`src/rtl/alu_seq.sv`:
```
// alu_seq: sequential ALU with a one-cycle datapath for most operations and an
// iterative shift-add multiplier, wrapped in valid/ready handshakes on both sides.
module alu_seq #(
  parameter int WIDTH = 16
) (
  input  logic             clk,
  input  logic             reset,
  input  logic             in_valid,
  output logic             in_ready,
  input  logic [WIDTH-1:0] a,
  input  logic [WIDTH-1:0] b,
  input  logic [3:0]       alu_control,
  output logic             out_valid,
  input  logic             out_ready,
  output logic [WIDTH-1:0] result,
  output logic             zero,
  output logic             overflow
);

  localparam int SHW = $clog2(WIDTH);
  localparam int CW  = SHW + 1;
  localparam logic [CW-1:0] LastStep = CW'(WIDTH - 1);

  localparam logic [3:0] OpSub  = 4'b0001;
  localparam logic [3:0] OpAnd  = 4'b0010;
  localparam logic [3:0] OpOr   = 4'b0011;
  localparam logic [3:0] OpSltu = 4'b0100;
  localparam logic [3:0] OpXor  = 4'b0101;
  localparam logic [3:0] OpNor  = 4'b0110;
  localparam logic [3:0] OpSlt  = 4'b0111;
  localparam logic [3:0] OpSll  = 4'b1000;
  localparam logic [3:0] OpSrl  = 4'b1001;
  localparam logic [3:0] OpSra  = 4'b1010;
  localparam logic [3:0] OpMul  = 4'b1011;

  typedef enum logic [1:0] {
    IDLE,
    MUL,
    DONE
  } state_t;

  state_t               state_q, state_d;
  logic [WIDTH-1:0]     result_q, result_d;
  logic                 overflow_q, overflow_d;
  logic [2*WIDTH-1:0]   mcand_q, mcand_d;
  logic [WIDTH-1:0]     mplier_q, mplier_d;
  logic [2*WIDTH-1:0]   acc_q, acc_d;
  logic [CW-1:0]        cnt_q, cnt_d;

  logic [WIDTH-1:0]     sum, diff, aluRes;
  logic                 aluOv;
  logic [SHW-1:0]       shamt;
  logic [2*WIDTH-1:0]   accStep;

  assign sum   = a + b;
  assign diff  = a - b;
  assign shamt = b[SHW-1:0];

  // Single-cycle operations; codes 0000 and 1100-1111 all fall through to add.
  always_comb begin
    aluRes = sum;
    aluOv  = (a[WIDTH-1] == b[WIDTH-1]) && (sum[WIDTH-1] != a[WIDTH-1]);
    case (alu_control)
      OpSub: begin
        aluRes = diff;
        aluOv  = (a[WIDTH-1] != b[WIDTH-1]) && (diff[WIDTH-1] != a[WIDTH-1]);
      end
      OpAnd: begin
        aluRes = a & b;
        aluOv  = 1'b0;
      end
      OpOr: begin
        aluRes = a | b;
        aluOv  = 1'b0;
      end
      OpSltu: begin
        aluRes = {{(WIDTH-1){1'b0}}, (a < b)};
        aluOv  = 1'b0;
      end
      OpXor: begin
        aluRes = a ^ b;
        aluOv  = 1'b0;
      end
      OpNor: begin
        aluRes = ~(a | b);
        aluOv  = 1'b0;
      end
      OpSlt: begin
        aluRes = {{(WIDTH-1){1'b0}}, ($signed(a) < $signed(b))};
        aluOv  = 1'b0;
      end
      OpSll: begin
        aluRes = a << shamt;
        aluOv  = 1'b0;
      end
      OpSrl: begin
        aluRes = a >> shamt;
        aluOv  = 1'b0;
      end
      OpSra: begin
        aluRes = $signed(a) >>> shamt;
        aluOv  = 1'b0;
      end
      default: ;
    endcase
  end

  assign accStep = mplier_q[0] ? (acc_q + mcand_q) : acc_q;

  // The multiplicand walks left and the multiplier walks right, one bit per cycle.
  always_comb begin
    state_d    = state_q;
    result_d   = result_q;
    overflow_d = overflow_q;
    mcand_d    = mcand_q;
    mplier_d   = mplier_q;
    acc_d      = acc_q;
    cnt_d      = cnt_q;
    case (state_q)
      IDLE: begin
        if (in_valid) begin
          if (alu_control == OpMul) begin
            mcand_d  = {{WIDTH{1'b0}}, a};
            mplier_d = b;
            acc_d    = '0;
            cnt_d    = '0;
            state_d  = MUL;
          end else begin
            result_d   = aluRes;
            overflow_d = aluOv;
            state_d    = DONE;
          end
        end
      end
      MUL: begin
        acc_d    = accStep;
        mcand_d  = mcand_q << 1;
        mplier_d = mplier_q >> 1;
        cnt_d    = cnt_q + CW'(1);
        if (cnt_q == LastStep) begin
          result_d   = accStep[WIDTH-1:0];
          overflow_d = |accStep[2*WIDTH-1:WIDTH];
          state_d    = DONE;
        end
      end
      DONE: begin
        if (out_ready) begin
          state_d = IDLE;
        end
      end
      default: state_d = IDLE;
    endcase
  end

  always_ff @(posedge clk or posedge reset) begin
    if (reset) begin
      state_q    <= IDLE;
      result_q   <= '0;
      overflow_q <= 1'b0;
      mcand_q    <= '0;
      mplier_q   <= '0;
      acc_q      <= '0;
      cnt_q      <= '0;
    end else begin
      state_q    <= state_d;
      result_q   <= result_d;
      overflow_q <= overflow_d;
      mcand_q    <= mcand_d;
      mplier_q   <= mplier_d;
      acc_q      <= acc_d;
      cnt_q      <= cnt_d;
    end
  end

  assign in_ready  = (state_q == IDLE);
  assign out_valid = (state_q == DONE);
  assign result    = result_q;
  assign overflow  = overflow_q;
  assign zero      = (result_q == '0);

endmodule
```
`config.mk`:
```
export PLATFORM = sky130hd
export DESIGN_NAME = alu_seq
export DESIGN_NICKNAME = d
export VERILOG_FILES = /design/src/rtl/alu_seq.sv
export SDC_FILE = /design/constraint.sdc
export NUM_CORES = 1
export LEC_CHECK = 0
export ABC_AREA = 1
export CORE_MARGIN = 3
export CORE_UTILIZATION = 39
export DETAILED_ROUTE_END_ITERATION = 6
export HOLD_SLACK_MARGIN = 0.15
export SLEW_MARGIN = 10
export SYNTH_ARGS = -nofsm -noshare
export SYNTH_HDL_FRONTEND = slang
export SYNTH_SLANG_ARGS = --single-unit
```
`constraint.sdc`:
```
create_clock -name clk -period 4 [get_ports clk]
set_input_delay 1.2 -clock clk [delete_from_list [all_inputs] [get_ports clk]]
set_output_delay 1.2 -clock clk [all_outputs]
set_load 0.01 [all_outputs]
```
# [Yosys cells after proc, flatten, opt, wreduce, memory -nomap -nowiden]
# Cells that the tools add are included.
[totals] register_bits=104 latch_bits=0 mem_bits_rw=0 rom_bits=0 output_inout_bits=20 n_memories=0
[classes] n_addsub=4 n_mul=0 div=0 order_cmp=2 n_eq_ne=23 shift=3 n_mux=28 n_bitwise=4 n_reduce_logical=10
[ops] cell="32-bit two-way mux" n=5
[ops] cell="16-bit one-hot mux with 10 select lines" n=1
[ops] cell="32-bit one-hot mux with 2 select lines" n=2
[ops] cell="16-bit two-way mux" n=5
[ops] cell="16-bit one-hot mux with 2 select lines" n=2
[ops] cell="32-bit adder" n=1
[ops] cell="16-bit less-than comparator" n=2
[ops] cell="16-bit adder" n=1
[ops] cell="16-bit AND" n=1
[ops] cell="4-bit by 3-bit == test with 1-bit output (second input constant)" n=4
[ops] cell="4-bit == test (second input constant)" n=4
[ops] cell="16-bit zero test" n=1
[ops] cell="16-bit NOT" n=1
[ops] cell="16-bit bitwise OR" n=1
[ops] cell="16-bit OR reduction" n=1
[ops] cell="16-bit by 4-bit << shifter with 16-bit output" n=1
[ops] cell="16-bit by 4-bit >> shifter with 16-bit output" n=1
[ops] cell="16-bit by 4-bit >>> shifter with 16-bit output" n=1
[ops] cell="16-bit subtractor" n=1
[ops] cell="16-bit XOR" n=1
[ops] cell="5-bit two-way mux" n=2
[ops] cell="5-bit one-hot mux with 2 select lines" n=1
[ops] cell="9-bit OR reduction" n=1
[ops] cell="4-bit by 2-bit == test with 1-bit output (second input constant)" n=2
[ops] cell="other kinds (18)" n=31

# [Depth between registers and ports, before layout]
[logic_depth] word_depth=7 mapped_depth=20

# [Least setup slack after synthesis]
# No wires, ideal clock.
[synth_path] kind="input to register" from="input port b[2]" to="register result_q[11] (netlist: result[11])" setup_ns=0.123 t_arrival_ns=3.215 required_ns=3.877 slack_ns=0.662 cell_stages=15 path_buffers=2 path_cell_list="clkbuf_2 > clkinv_1 > clkbuf_1 > ha_1 > inv_2 > nand2_1 > o21ai_1 > nand3_1 > nand2_1 > a21oi_1 > or2_2 > nand3_1 > nand4_1 > nand2_1 > a21oi_1"
[synth_between] elab_chain_len=5
[synth_rtl] element="start, declared" line="11" rtl="input logic [WIDTH-1:0] b,"
[synth_rtl] element="16-bit adder, or another cell as far along" line="55" rtl="assign sum = a + b;"
[synth_rtl] element="16-bit one-hot mux with 10 select lines *" line="63" rtl="case (alu_control)"
[synth_rtl] element="16-bit two-way mux *" line="122" rtl="if (alu_control == OpMul) begin"
[synth_rtl] element="16-bit two-way mux *" line="121" rtl="if (in_valid) begin"
[synth_rtl] element="16-bit one-hot mux with 2 select lines *" line="119" rtl="case (state_q)"
[synth_rtl] element="end signal, assigned" line="166" rtl="result_q <= result_d;"
[synth_rtl] element="end, declared" line="43" rtl="logic [WIDTH-1:0] result_q, result_d;"
# Mark *: on every way between the ends. The rest lies on a longest branch, timed or not. The select of a mux whose other input is x is not followed.
# A chain may end at the register's enable or synchronous reset.

# [Worst setup path in the final report]
[layout_path] from="input port a[12]" to="register overflow_q (netlist: overflow)"
[layout_between] elab_chain_len=7
[layout_rtl] element="start, declared" line="10" rtl="input logic [WIDTH-1:0] a,"
[layout_rtl] element="16-bit adder or 16-bit subtractor (tied branches)" line="55, 56"
[layout_rtl] element="1-bit inequality test, on equally long branches" line="62, 66"
[layout_rtl] element="1-bit logical AND, on equally long branches" line="62, 66"
[layout_rtl] element="1-bit one-hot mux with 2 select lines *" line="63"
[layout_rtl] element="1-bit two-way mux *" line="122"
[layout_rtl] element="1-bit two-way mux *" line="121"
[layout_rtl] element="1-bit one-hot mux with 2 select lines *" line="119"
[layout_rtl] element="end signal, assigned" line="167" rtl="overflow_q <= overflow_d;"
[layout_rtl] element="end, declared" line="44" rtl="logic overflow_q, overflow_d;"
# Marked as above.

==> flow_metrics.tcl <==
set metrics [dict create \
    synth_area_sq_um 11200 \
    cts_sinks 104 \
    dp.cells 2281 \
    min_period_ns 3.63 \
    ys_ff_latch 104 \
    worst_pin_slew_ns 0.894 \
    postSynthCellCount 1837 \
    critPathKind "input port to register" \
    max_freq_mhz 276 \
    die_area_sq_um 30900 \
    power.leakage_nw 6.61 \
    cts_buffer_depth 2 \
    ys_types 57 \
    drc 0 \
    crit_fanout 8 \
    grt-ovfl-total 0 \
    regArea_sq_um 2600 \
    finalCritPeriodShare_pct 90.6 \
    synth_top_area_share_pct 23.1 \
    gp_congestion 0.992 \
    yosysTopAreaCell "dfrtp_1" \
    core-area_sq_um 28100 \
    syn_nets 1962 \
    ir_worst_vdd_uv 296 \
    cap_violations 0 \
    yosysWarnings 0 \
    crit_required_ns 4.30 \
    area.growth.synth_to_final_pct 14.1 \
    crit_arrival_ns 3.93 \
    synth.most_common_cell "nand2_1" \
    syn_avg_cell_area_sq_um 6.12 \
    grt_max_degree 76 \
    rows 61 \
    nFillCells 3118 \
    first_pass_iters 5 \
    clock_latency_ns 0.36 \
    synthFlopType "dfrtp_1" \
    power_mw 7.31 \
    path_clk_slew_ns 0.08 \
    cp-start-kind "input port" \
    cts_root_buffer "clkbuf_16" \
    post_cts_buffers 0 \
    hold_violations 0 \
    io_buffers 59 \
    h-tree-depth 3 \
    ctsResizeCount 0 \
    hold_class "register to register" \
    multi_input_area_sq_um 7140 \
    dpl_cell_area_sq_um 12500 \
    start_util_pct 40.0 \
    via_per_inst 5.40 \
    max_slew_margin_pct 40.2 \
    end_kind "register" \
    pin_count 60 \
    drtIter0Drc 1082 \
    fin_area_sq_um 12800 \
    synth_edf_count 0 \
    routed_wl_microns 43100 \
    drive_above_1_share_pct 7.09 \
    ys_seq_area_share_pct 23.1 \
    ant_nets 0 \
    fin_tns_setup_ns 0 \
    cts_tree "done" \
    numCtsBuffers 9 \
    maxSlewViolCount 0 \
    vias 12402 \
    grt_use_total_pct 27.9 \
    diodes 0 \
    holdBufCountCts 0 \
    fin_skew_ns 0.0161 \
    final_core_util_pct 45.7 \
    setup_viol 0 \
    fin_nets 2039 \
    instances_no_fill 2297 \
    synthTopCellsByCount "nand2_1, inv_1, nor2_1, o21ai_0, nand3_1" \
    status "finished clean" \
    routedWlPerCell_microns 18.8 \
    synth_area_leaders "dfrtp_1, nand2_1, inv_1" \
    place_hpwl_microns 35000 \
    antenna_found_initial 0 \
    power.density_nw_per_um2 569 \
    fp.dieH_microns 176 \
    rsz0062_at_grt "no" \
    dieWidth_microns 176 \
    async_flop_share_pct 100 \
    grt_first_pass_wirelength_microns 67600 \
    grt_pass1_vias 12014 \
]
==> layout by cell type (no fill, tap or decap), types with 59 or more instances in the layout <==
cell	count
clkdlybuf4s50_1	59
inv_1	297
ha_1	82
buf_4	69
nor2_1	132
nand3_1	128
a21oi_1	106
o21ai_0	131
dfrtp_1	104
nand2_1	532
==> stage by stage <==
step | hold slack, ns | setup slack (ns)
floorplan | 0.473 | 0.0678
global placement | 0.490 | 0.0374
detailed placement | 0.503 | 0.106
CTS | 0.525 | 0.469
global route | 0.541 | 0.109
finish | 0.515 | 0.374
==> registers in the layout (all words and copies together), names as in the netlist <==
name and count:
result 16, acc_q 32, cnt_q 5, mcand_q 32, overflow 1, mplier_q 16
state_q 2
==> cell type report <==
cell class | count | share of cell area (%)
clock buffers | 9 | 1.76
clock inverters | 7 | 0.478
inverters | 313 | 9.21
multi-input cells | 1356 | 55.6
flip-flops and latches | 104 | 20.3
well taps | 378 | 3.69
repair buffers | 130 | 8.95
==> power by group <==
part	internal [mW]	total [mW]	leakage (nW)	switching [mW]
logic	1.56	4.46	5.17	2.90
clock network	0.438	0.894	0.146	0.456
registers	1.54	1.95	1.30	0.405
total	3.54	7.31	6.61	3.76
==> per-layer routing <==
layer | share of wire, % | wire length (microns) | global-route usage (%)
met1 | 45 | 19300 | 37.8
met2 | 47 | 20400 | 46.9
met3 | 4.9 | 2130 | 2.29
met4 | 3.1 | 1340 | 9.20
met5 | 0 | 0 | 0
==> final timing paths <==
check	end	cells after the start	slack (ns)	startpoint
worst max-delay path	overflow	15	0.37	a[12]
worst min-delay path	overflow	2	0.52	overflow
worst max register to register	overflow	18	1.21	acc_q[0]
worst min register to register	overflow	2	0.52	overflow
max in group asynchronous	result[13]	3	2.02	reset
min in group asynchronous	mcand_q[3]	2	1.29	reset
==> logic make-up after synthesis <==
family | Yosys count | synth area share (%)
compound gates | 384 | 20.0
xor+xnor | 9 | 0.701
simple gates | 875 | 32.8
mux | 3 | 0.267
buf+inv | 377 | 13.4
flops | 104 | 23.1
fa+ha+maj | 85 | 9.66
==> worst max-delay path: stages <==
cell and delay (ns):
clkdlybuf4s50_1 0.58, inv_1 0.18, ha_1 0.50, inv_1 0.17, o21ai_0 0.33, a21oi_1 0.12, o21bai_1 0.22, a21oi_2 0.08
nand2_1 0.07, nand3_1 0.06, o21ai_0 0.17, nor2_1 0.05, nor2_1 0.08, nand2_1 0.07, nand2_1 0.05
Note: power is estimated with default switching activity, not from simulation.
